<file path="config.mk">
export PLATFORM = sky130hd
export DESIGN_NAME = csr_file
export DESIGN_NICKNAME = d
export VERILOG_FILES = /design/src/rtl/csr_file.sv
export SDC_FILE = /design/constraint.sdc
export NUM_CORES = 2
export LEC_CHECK = 0
export BUFFER_PORTS_ARGS = -buffer_cell sky130_fd_sc_hd__buf_2
export CELL_PAD_IN_SITES_DETAIL_PLACEMENT = 1
export CELL_PAD_IN_SITES_GLOBAL_PLACEMENT = 1
export CORE_MARGIN = 2
export CORE_UTILIZATION = 38
export CTS_CLUSTER_SIZE = 16
export DETAILED_ROUTE_END_ITERATION = 10
export PLACE_DENSITY_LB_ADDON = 0.3
export SYNTH_ARGS = -nofsm -noshare
export SYNTH_HDL_FRONTEND = slang
export SYNTH_SLANG_ARGS = --single-unit
</file>
<file path="constraint.sdc">
create_clock -name clk -period 4.7 [get_ports clk]
set_input_delay 0.705 -clock clk [delete_from_list [all_inputs] [get_ports clk]]
set_output_delay 0.705 -clock clk [all_outputs]
set_load 0.1 [all_outputs]
</file>
<file path="src/rtl/csr_file.sv">
// Machine-mode CSR storage: architectural CSR state, the counters and the heap-bound registers.
// Reads come from committed state only; forwarding of in-flight values happens upstream.
module csr_file #(
  parameter int XLEN   = 64,
  parameter int HEAP_W = 32
) (
  input  logic              clk,
  input  logic              rst_n,
  input  logic [11:0]       csr_raddr_i,
  output logic [XLEN-1:0]   csr_rdata_o,
  output logic              csr_illegal_o,
  input  logic [11:0]       wb_csraddr_i,
  input  logic [XLEN-1:0]   wb_csrdata_i,
  input  logic              wb_csrwe_i,
  input  logic [11:0]       heap_csraddr_i,
  input  logic [HEAP_W-1:0] heap_csrdata_i,
  input  logic              heap_csrwe_i,
  input  logic              trap_i,
  input  logic [XLEN-1:0]   trap_epc_i,
  input  logic [XLEN-1:0]   trap_cause_i,
  input  logic              mret_i,
  input  logic              retire_i,
  output logic [XLEN-1:0]   mtvec_o,
  output logic [XLEN-1:0]   mepc_o,
  output logic              mie_o,
  output logic [XLEN-1:0]   heap_base_o,
  output logic [XLEN-1:0]   heap_limit_o,
  output logic              heap_ovf_o
);

  localparam logic [11:0] ADDR_MSTATUS    = 12'h300;
  localparam logic [11:0] ADDR_MTVEC      = 12'h305;
  localparam logic [11:0] ADDR_MSCRATCH   = 12'h340;
  localparam logic [11:0] ADDR_MEPC       = 12'h341;
  localparam logic [11:0] ADDR_MCAUSE     = 12'h342;
  localparam logic [11:0] ADDR_MCYCLE     = 12'hB00;
  localparam logic [11:0] ADDR_MINSTRET   = 12'hB02;
  localparam logic [11:0] ADDR_HEAP_BASE  = 12'h7C0;
  localparam logic [11:0] ADDR_HEAP_TOP   = 12'h7C1;
  localparam logic [11:0] ADDR_HEAP_LIMIT = 12'h7C2;

  localparam logic [XLEN-1:0] MASK_MTVEC = {{(XLEN-2){1'b1}}, 2'b00};
  localparam logic [XLEN-1:0] MASK_MEPC  = {{(XLEN-1){1'b1}}, 1'b0};

  logic            mie_q, mie_d, mpie_q, mpie_d;
  logic [XLEN-1:0] mtvec_q, mtvec_d;
  logic [XLEN-1:0] mscratch_q, mscratch_d;
  logic [XLEN-1:0] mepc_q, mepc_d;
  logic [XLEN-1:0] mcause_q, mcause_d;
  logic [XLEN-1:0] mcycle_q, mcycle_d;
  logic [XLEN-1:0] minstret_q, minstret_d;
  logic [XLEN-1:0] heap_base_q, heap_base_d;
  logic [XLEN-1:0] heap_top_q, heap_top_d;
  logic [XLEN-1:0] heap_limit_q, heap_limit_d;
  logic            heap_ovf_q, heap_ovf_d;

  logic            top_wr, limit_wr, wb_top_wr;

  // Index 0 is the heap port, index 1 writeback; applying them in that order gives wb priority.
  logic [11:0]     w_addr [2];
  logic [XLEN-1:0] w_data [2];
  logic            w_we   [2];

  assign w_addr[0] = heap_csraddr_i;
  assign w_data[0] = {{(XLEN-HEAP_W){1'b0}}, heap_csrdata_i};
  assign w_we[0]   = heap_csrwe_i;
  assign w_addr[1] = wb_csraddr_i;
  assign w_data[1] = wb_csrdata_i;
  assign w_we[1]   = wb_csrwe_i;

  always_comb begin
    mie_d        = mie_q;
    mpie_d       = mpie_q;
    mtvec_d      = mtvec_q;
    mscratch_d   = mscratch_q;
    mepc_d       = mepc_q;
    mcause_d     = mcause_q;
    mcycle_d     = mcycle_q + XLEN'(1);
    minstret_d   = retire_i ? minstret_q + XLEN'(1) : minstret_q;
    heap_base_d  = heap_base_q;
    heap_top_d   = heap_top_q;
    heap_limit_d = heap_limit_q;
    heap_ovf_d   = heap_ovf_q;
    top_wr       = 1'b0;
    limit_wr     = 1'b0;
    wb_top_wr    = 1'b0;

    for (int s = 0; s < 2; s++) begin
      if (w_we[s]) begin
        case (w_addr[s])
          ADDR_MSTATUS: begin
            mie_d  = w_data[s][3];
            mpie_d = w_data[s][7];
          end
          ADDR_MTVEC:      mtvec_d    = w_data[s] & MASK_MTVEC;
          ADDR_MSCRATCH:   mscratch_d = w_data[s];
          ADDR_MEPC:       mepc_d     = w_data[s] & MASK_MEPC;
          ADDR_MCAUSE:     mcause_d   = w_data[s];
          ADDR_MCYCLE:     mcycle_d   = w_data[s];
          ADDR_MINSTRET:   minstret_d = w_data[s];
          ADDR_HEAP_BASE:  heap_base_d = w_data[s];
          ADDR_HEAP_TOP: begin
            heap_top_d = w_data[s];
            top_wr     = 1'b1;
            wb_top_wr  = (s == 1);
          end
          ADDR_HEAP_LIMIT: begin
            heap_limit_d = w_data[s];
            limit_wr     = 1'b1;
          end
          default: ;
        endcase
      end
    end

    if (trap_i) begin
      mepc_d   = trap_epc_i & MASK_MEPC;
      mcause_d = trap_cause_i;
      mpie_d   = mie_q;
      mie_d    = 1'b0;
    end else if (mret_i) begin
      mie_d  = mpie_q;
      mpie_d = 1'b1;
    end

    // Overflow is judged on the values the registers will hold after this edge.
    if ((top_wr || limit_wr) && (heap_top_d > heap_limit_d)) begin
      heap_ovf_d = 1'b1;
    end else if (wb_top_wr) begin
      heap_ovf_d = 1'b0;
    end
  end

  always_ff @(posedge clk or negedge rst_n) begin
    if (!rst_n) begin
      mie_q        <= 1'b0;
      mpie_q       <= 1'b0;
      mtvec_q      <= '0;
      mscratch_q   <= '0;
      mepc_q       <= '0;
      mcause_q     <= '0;
      mcycle_q     <= '0;
      minstret_q   <= '0;
      heap_base_q  <= '0;
      heap_top_q   <= '0;
      heap_limit_q <= '0;
      heap_ovf_q   <= 1'b0;
    end else begin
      mie_q        <= mie_d;
      mpie_q       <= mpie_d;
      mtvec_q      <= mtvec_d;
      mscratch_q   <= mscratch_d;
      mepc_q       <= mepc_d;
      mcause_q     <= mcause_d;
      mcycle_q     <= mcycle_d;
      minstret_q   <= minstret_d;
      heap_base_q  <= heap_base_d;
      heap_top_q   <= heap_top_d;
      heap_limit_q <= heap_limit_d;
      heap_ovf_q   <= heap_ovf_d;
    end
  end

  always_comb begin
    csr_rdata_o   = '0;
    csr_illegal_o = 1'b0;
    case (csr_raddr_i)
      ADDR_MSTATUS: begin
        csr_rdata_o[3] = mie_q;
        csr_rdata_o[7] = mpie_q;
      end
      ADDR_MTVEC:      csr_rdata_o = mtvec_q;
      ADDR_MSCRATCH:   csr_rdata_o = mscratch_q;
      ADDR_MEPC:       csr_rdata_o = mepc_q;
      ADDR_MCAUSE:     csr_rdata_o = mcause_q;
      ADDR_MCYCLE:     csr_rdata_o = mcycle_q;
      ADDR_MINSTRET:   csr_rdata_o = minstret_q;
      ADDR_HEAP_BASE:  csr_rdata_o = heap_base_q;
      ADDR_HEAP_TOP:   csr_rdata_o = heap_top_q;
      ADDR_HEAP_LIMIT: csr_rdata_o = heap_limit_q;
      default:         csr_illegal_o = 1'b1;
    endcase
  end

  assign mtvec_o      = mtvec_q;
  assign mepc_o       = mepc_q;
  assign mie_o        = mie_q;
  assign heap_base_o  = heap_base_q;
  assign heap_limit_o = heap_limit_q;
  assign heap_ovf_o   = heap_ovf_q;

endmodule

</file>
==> results.txt <==
Clk slew on worst S/H paths: 0.06 ns
Ys async rst share: 100%
CP max FO: 64
Peak supply drop: 243 uV
Max Clk Rate: 236 MHz
GRT overflow: 0
Mapped cell area: 33200 sq um
Library cells used by synthesis: 67
RR Startpoint: minstret_q[2]
Static Leakage: 19.6 nW
First-pass DRT Iterations: 5
Die area: 89900 sq um
First-pass GRT wire length: 218000 um
Critical path capture point type: output pin
Final period util: 90.2%
Hold crit path type: primary input to asynchronous set/reset pin
Worst reg2reg path endpoint: minstret_q[54]
CP Class: primary input to output pin
CORE AREA: 86800 sq um
Initial core utilization: 38.3%
Yosys warnings: 0
Finish-stage setup viols: 0
Hold-fix buffers, CTS: 0
Fin nets: 4481
Row cnt: 108
Measured slew at the worst slew-check pin: 1.30 ns
Layout Area Growth over Synthesis: 22.9%
CP Data Arrival Time: 3.53 ns
Final hold violation count: 0
Share of layout cells above drive strength 1: 22.2%
Routability cong.: 0.863
Leading cell types in the layout, fill and taps excluded: nand2_1, dfrtp_1, buf_2
CTS tree: built
H-tree lvl count: 3
PwrDens: 298 nW/um^2
IO buf count: 588
DRC: 0
Post-Syn Nets: 4066
Most common cell after layout, fill and taps aside: nand2_1
Initial antenna violation count: 11
Final HPWL DP: 101000 um
GRT Total Usage: 31.8%
CTS Buf Count: 69
Fin. max-slew vios: 0
CTS sink count: 579
Post-route clock skew: 0.0305 ns
Most common flop cell mapped by yosys: dfrtp_1
Die width: 300 um
Startpoint Class: primary input
Clock Tree Root: clkbuf_16
Latest clock arrival within the worst-skew pair: 0.62 ns
CTS Buffer Depth: 3
RSZ-0062 raised after global routing: false
Die height: 300 um
First DRT Iteration DRCs: 2612
Post-CTS setup repair buffer count: 0
Routed WL: 147000 um
Post-Syn Instances: 3733
Worst slew margin: 13.2%
#FFs+latches synth: 579
EDFF count, synth: 0
Vias in the first global route: 33353
Worst endpoint required time: 3.99 ns
Via count: 32432
Largest net degree at the start of global routing: 120
Antenna viol nets, final: 0
Hold_ws: 0.106 ns
Sequential element share of the synthesized area: 43.6%
Reg2Reg Setup Slack: 1.54 ns
Final min period: 4.24 ns
Max-Cap Viols: 0
Setup TNS: 0 ns
Status: complete, no violations
Drt wl/cell: 27.5 um
Post-CTS sizing: 0
Number of vias per cell: 6.06
Avg Synthesized Cell Area: 8.91 sq um
Reg2reg path depth: 7
I/O pin total: 590
## flip-flops by register name, indices dropped and copies added (netlist names)
register and count:
heap_ovf_o 1, mpie_q 1, mtvec_o 64, mepc_o 64
heap_limit_o 64, minstret_q 64, heap_base_o 64, mcause_q 64
mie_o 1, mcycle_q 64, heap_top_q 64, mscratch_q 64
## stage by stage
step / utilization, % / area, sq um / setup slack [ns] / power [mW] / std cells
global placement: 44.7 / 38800 / 0.252 / 7.03 / 5232
floorplan: - / 33300 / 0.266 / 6.42 / 3733
global route: 47.1 / 40900 / 0.398 / 12.6 / 5349
detailed placement: 44.7 / 38800 / 0.175 / 7.06 / 5232
CTS: 47.1 / 40900 / 0.544 / 12.3 / 5346
finish: 47.1 / 40900 / 0.460 / 12.2 / 5350
## critical path, cell delays in order
cell and delay, ns:
buf_2 0.09, nand4bb_1 0.18, or3_1 0.38, or3b_1 0.45, or2_2 0.33, buf_12 0.23
o21ai_0 0.41, a221o_1 0.25, a221o_1 0.24, buf_12 0.20
## layer usage
| metal | GRT usage [%] | share of wire (%) |
|---|---|---|
| met1 | 43.4 | 43 |
| met2 | 50.9 | 46 |
| met3 | 4.95 | 6.9 |
| met4 | 12.5 | 3.9 |
| met5 | 0 | 0.059 |
## how the worst max path moves through the flow
stage                      start              end  slack (ns)  depth (start not counted)
3_3_place_gp   heap_csraddr_i[5]       heap_ovf_o        0.25                         15
4_1_cts           csr_raddr_i[4]  csr_rdata_o[18]        0.54                         10
3_5_place_dp   heap_csraddr_i[5]       heap_ovf_o        0.18                         15
5_1_grt           csr_raddr_i[4]  csr_rdata_o[18]        0.40                         10
6_report          csr_raddr_i[4]  csr_rdata_o[17]        0.46                         10
2_1_floorplan     csr_raddr_i[1]    csr_illegal_o        0.27                          6
## Yosys cell counts (66+ instances only)
library cell / n / area (sq um)
a22o_1: 113 / 990
and3_1: 94 / 588
a31oi_1: 67 / 419
dfrtp_1: 579 / 14500
nand2_1: 593 / 2230
mux2i_1: 232 / 2320
nor2_1: 263 / 987
a21oi_1: 199 / 996
inv_1: 78 / 293
ha_1: 66 / 826
nand3_1: 86 / 430
a22oi_1: 81 / 608
mux2_2: 66 / 743
o21ai_0: 347 / 1740
a221o_1: 124 / 1240
clkbuf_1: 336 / 1260
## power breakdown
| part | total [mW] | switching [mW] | internal (mW) |
|---|---|---|---|
| clock | 5.21 | 2.26 | 2.96 |
| sequential | 5.37 | 0.200 | 5.17 |
| combinational | 1.61 | 1.17 | 0.446 |
| total | 12.2 | 3.62 | 8.57 |
## area by class of cell
cell class / instances / area (sq um)
diodes: 4 / 10.0
clock buffers: 104 / 2020
clock inverters: 10 / 87.6
fillers: 10027 / 45900
inverters: 78 / 293
multi-input cells: 2708 / 17200
flip-flops and latches: 579 / 14500
well taps: 1155 / 1450
repair buffers: 712 / 5320
## kinds of logic after synthesis
kind of cell / after synthesis / synth area share (%)
buf+inv: 446 / 5.19
xor+xnor: 123 / 3.24
simple gates: 1188 / 15.9
compound gates: 1033 / 20.4
flops: 579 / 43.6
mux: 298 / 9.22
fa+ha+maj: 66 / 2.48
No activity file was read; power rests on OpenSTA's default activity.
